## src/rtl/skid_fifo.sv

```systemverilog
// Registered-output FIFO with flush and registered occupancy count.
// Every output is decoded from registers, so no input reaches an output combinationally.
module skid_fifo #(
    parameter int WIDTH = 16,
    parameter int DEPTH = 4
) (
    input  logic                       i_clock,
    input  logic                       i_reset,
    input  logic [WIDTH-1:0]           i_in_data,
    input  logic                       i_in_valid,
    output logic                       o_in_ready,
    output logic [WIDTH-1:0]           o_out_data,
    output logic                       o_out_valid,
    input  logic                       i_out_ready,
    input  logic                       i_flush,
    output logic [$clog2(DEPTH+1)-1:0] o_count
);

    localparam int PTR_W = $clog2(DEPTH);
    localparam int CNT_W = $clog2(DEPTH + 1);
    localparam logic [PTR_W-1:0] LAST_PTR = PTR_W'(DEPTH - 1);
    localparam logic [CNT_W-1:0] FULL_CNT = CNT_W'(DEPTH);

    // S_INIT keeps the input closed for one cycle after reset is released.
    typedef enum logic [1:0] {
        S_INIT,
        S_EMPTY,
        S_PARTIAL,
        S_FULL
    } state_t;

    state_t state;
    state_t state_next;

    logic [WIDTH-1:0] mem [DEPTH];
    logic [PTR_W-1:0] rd_ptr;
    logic [PTR_W-1:0] wr_ptr;
    logic [CNT_W-1:0] count;
    logic [CNT_W-1:0] count_next;
    logic             push;
    logic             pop;

    function automatic logic [PTR_W-1:0] next_ptr(input logic [PTR_W-1:0] ptr);
        return (ptr == LAST_PTR) ? '0 : ptr + PTR_W'(1);
    endfunction

    assign push = i_in_valid & o_in_ready;
    assign pop  = o_out_valid & i_out_ready;

    always_comb begin
        count_next = count;
        if (push && !pop) begin
            count_next = count + CNT_W'(1);
        end else if (pop && !push) begin
            count_next = count - CNT_W'(1);
        end
    end

    always_ff @(posedge i_clock) begin
        if (i_reset) begin
            state <= S_INIT;
        end else begin
            state <= state_next;
        end
    end

    always_comb begin
        state_next = state;
        if (i_flush || state == S_INIT) begin
            state_next = S_EMPTY;
        end else if (count_next == '0) begin
            state_next = S_EMPTY;
        end else if (count_next == FULL_CNT) begin
            state_next = S_FULL;
        end else begin
            state_next = S_PARTIAL;
        end
    end

    always_comb begin
        o_in_ready  = (state == S_EMPTY) || (state == S_PARTIAL);
        o_out_valid = (state == S_PARTIAL) || (state == S_FULL);
    end

    // Flush and reset only rewind the bookkeeping; stored words are left as-is.
    always_ff @(posedge i_clock) begin
        if (i_reset || i_flush) begin
            count  <= '0;
            rd_ptr <= '0;
            wr_ptr <= '0;
        end else begin
            count <= count_next;
            if (push) begin
                wr_ptr <= next_ptr(wr_ptr);
            end
            if (pop) begin
                rd_ptr <= next_ptr(rd_ptr);
            end
        end
    end

    always_ff @(posedge i_clock) begin
        if (push && !i_reset && !i_flush) begin
            mem[wr_ptr] <= i_in_data;
        end
    end

    assign o_out_data = mem[rd_ptr];
    assign o_count    = count;

endmodule
```

## config.mk

```make
export PLATFORM = sky130hd
export DESIGN_NAME = skid_fifo
export DESIGN_NICKNAME = d
export VERILOG_FILES = /design/src/rtl/skid_fifo.sv
export SDC_FILE = /design/constraint.sdc
export NUM_CORES = 1
export LEC_CHECK = 0
export BUFFER_PORTS_ARGS = -buffer_cell sky130_fd_sc_hd__buf_4
export CORE_MARGIN = 5
export CORE_UTILIZATION = 55
export DETAILED_ROUTE_END_ITERATION = 12
export HOLD_SLACK_MARGIN = 0.03
export MAX_ROUTING_LAYER = met4
export PLACE_DENSITY = 0.77
export SKIP_CTS_REPAIR_TIMING = 1
export SLEW_MARGIN = 0
export SYNTH_ARGS = -nofsm -noshare
export SYNTH_HDL_FRONTEND = slang
export SYNTH_SLANG_ARGS = --single-unit
```

## constraint.sdc

```tcl
create_clock -name i_clock -period 2.6 [get_ports i_clock]
set_input_delay 0.13 -clock i_clock [delete_from_list [all_inputs] [get_ports i_clock]]
set_output_delay 0.13 -clock i_clock [all_outputs]
set_load 0.005 [all_outputs]
```

==> results.cfg <==
[yosys]
synthMuxAreaShare_pct = 13.0
yosysTopAreaCell = edfxtp_1
synth-xor-area-share_pct = 0.896
yosys.area_share.simple_pct = 4.18
synth_top_family_by_area = multiplexers
yosysUniqueCellTypes = 25
yosysWarningCount = 0
synth.most_common_cell = edfxtp_1
ys_seq_area_share_pct = 73.0
synth_nets = 186
synth_area_mm2 = 0.00293
synth_edf_count = 64
synth_compound_area_share_pct = 2.90
avgSynthCellArea_um2 = 18.9
synth_common_cells = edfxtp_1, mux4_2, dfxtp_1
ys_ff_latch = 75
synthArstFlopShare_pct = 0
synth_top_area_share_pct = 65.5
synth_cells = 155
synthFlopType = edfxtp_1
synth_fa_ha_area_share_pct = 4.27
ys_top_cells_by_area = edfxtp_1, mux4_2, dfxtp_1

[power_and_ir_drop]
powerDensity_mw_per_mm2 = 591
ir_worst_vdd_v = 0.000290
leakage_uw = 0.00133
p_total_uw = 2160

[global_routing]
antenna_found_initial = 0
grt_overflow_total = 0
grt-busiest-layer = met2
met2_usage_pct = 27.1
grt_max_degree = 17
grtUsageMet3_pct = 4.36
grt_pass1_vias = 1643
met1_usage_pct = 18.4
grt_usage_pct = 16.1
grt_pass1_wl_um = 8230

[finish]
area_growth_pct = 24.9
stdcell_count = 298
layout-drive-gt1-share_pct = 33.3
n_antenna_cell = 0
nFillCells = 351
nets = 254

[worst_setup_path]
critPathBufInv = 2
critPathSlowestCell = dfxtp_1
crit_type = reg -> out
crit_required_ns = 2.47
critPathMaxFanout = 10
crit_path_frequent_cell = buf_4
setup.worst_path.end_class = output pin
critPathLaunchType = register
max_stage_delay_ns = 0.60
critPathTopFamily = flip-flops
worstPathCellList = buf_4 > mux4_2 > buf_4
arrival_ns = 1.95
r2r-start = state[1]$_SDFF_PP0_

[timing]
setup_viol = 0
finalCriticalPeriod_ns = 2.08
timing.fmax_mhz = 480
skew_ns = 0.00663
fin_setup_tns_ns = 0
slew_viol_final = 0
hold_viol_final = 0
worst_slew_pin_slew_ns = 0.744
fin_ws_ns = 0.516
relSlewSlack_pct = 50.4
rsz0062_at_grt = no
finalCritPeriodShare_pct = 80.2

[min_path]
hold_start = i_reset
hold_path.class = in -> reg

[die]
chipHeight_um = 83.0
dieArea_mm2 = 0.00689
die_x_um = 83.0
ioPinCount = 42
num_rows = 26
start_util_pct = 57.1
core-area_mm2 = 0.00514

[clocking]
cts_tree = done
clk_pin_slew_worst_paths_ns = 0.07
clock_sinks = 75
cts_made_buffers = 9
cts_root_buf = clkbuf_8
htree_levels = 3
worstSkewPairLatency_ns = 0.33
clock_path_buffers = 2

[drt]
via_count = 1599
wl_per_cell_um = 17.6
drc = 0
drt-vias-per-instance = 5.37
wl_um = 5230
antenna_left = 0
drtIter0Drc = 120
dr.pass1.iters = 4

[placement]
place_ws_ns = 0.768
place_congestion = 0.830
dp_cells = 265
io_buffer_count = 41
dp.final_hpwl_um = 3530

[job]
max_cap_violations = 0

[run_status]
status = complete, no violations
## routing by layer
metal  vias to the layer above  wire length [um]  part of all wire [%]
li1                        745                 -                     -
met1                       808              2100                    40
met2                        38              2840                    54
met3                         8               227                   4.3
met4                         0                71                   1.4
met5                         -                 0                     0
## tightest hold or removal path, stage by stage
cell	delay (ns)
buf_4	0.09
inv_1	0.03
o31a_1	0.09
## layout by cell type, fill, tap and decap left out, types with 5 or more instances in the layout
cell	instances
dlygate4sd3_1	17
edfxtp_1	64
nand2_1	5
mux4_2	16
dfxtp_1	11
clkbuf_8	9
and3_1	5
ha_1	10
buf_4	46
nor2_1	8
inv_1	7
## area by class of cell
| cell class | count | area, um2 | share of cell area, % |
|---|---|---|---|
| clock buffers | 12 | 135 | 3.69 |
| repair buffers | 63 | 515 | 14.1 |
| inverters | 7 | 26.3 | 0.717 |
| well taps | 70 | 87.6 | 2.39 |
| flip-flops and latches | 75 | 2140 | 58.5 |
| clock inverters | 4 | 17.5 | 0.478 |
| multi-input cells | 67 | 739 | 20.2 |
## where the power goes
group / total [uW] / internal (uW) / leakage, uW / switching (uW)
combinational: 133 / 74.5 / 0.000586 / 58.8
clock: 710 / 338 / 0.0000792 / 372
sequential: 1320 / 1310 / 0.000666 / 6.71
total: 2160 / 1730 / 0.00133 / 437
## cells by family (layout without fill, tap and decap cells)
family | count (synthesis) | in the layout
fa+ha+maj | 10 | 10
mux | 18 | 18
buf+inv | 13 | 86
flops | 75 | 75
xor+xnor | 3 | 3
simple gates | 25 | 25
compound gates | 11 | 11
## sequential cells by signal, indices dropped and copies added, names as in the netlist, named ones only
name	flops
mem	64
state	2
wr_ptr	2
o_count	3
rd_ptr	2
## worst paths after layout
kind | to | slack, ns | depth (start not counted)
setup / recovery | o_out_data[14] | 0.52 | 3
hold / removal | state[0]$_SDFF_PP0_ | 0.05 | 3
setup reg to reg | mem[1][8]$_DFFE_PP_ | 0.75 | 5
hold reg to reg | wr_ptr[1]$_SDFFE_PP0P_ | 0.51 | 2
## metrics by stage
stage                     hold slack (ns)  instance area (um2)  util (%)
after floorplan                     0.229                 2930         -
final                              0.0460                 3660      71.3
after CTS                         -0.0196                 3490      68.0
after global placement              0.330                 3340      65.0
after global routing               0.0427                 3660      71.3
after detailed placement            0.337                 3340      65.0
(Power assumes the default switching activity.)
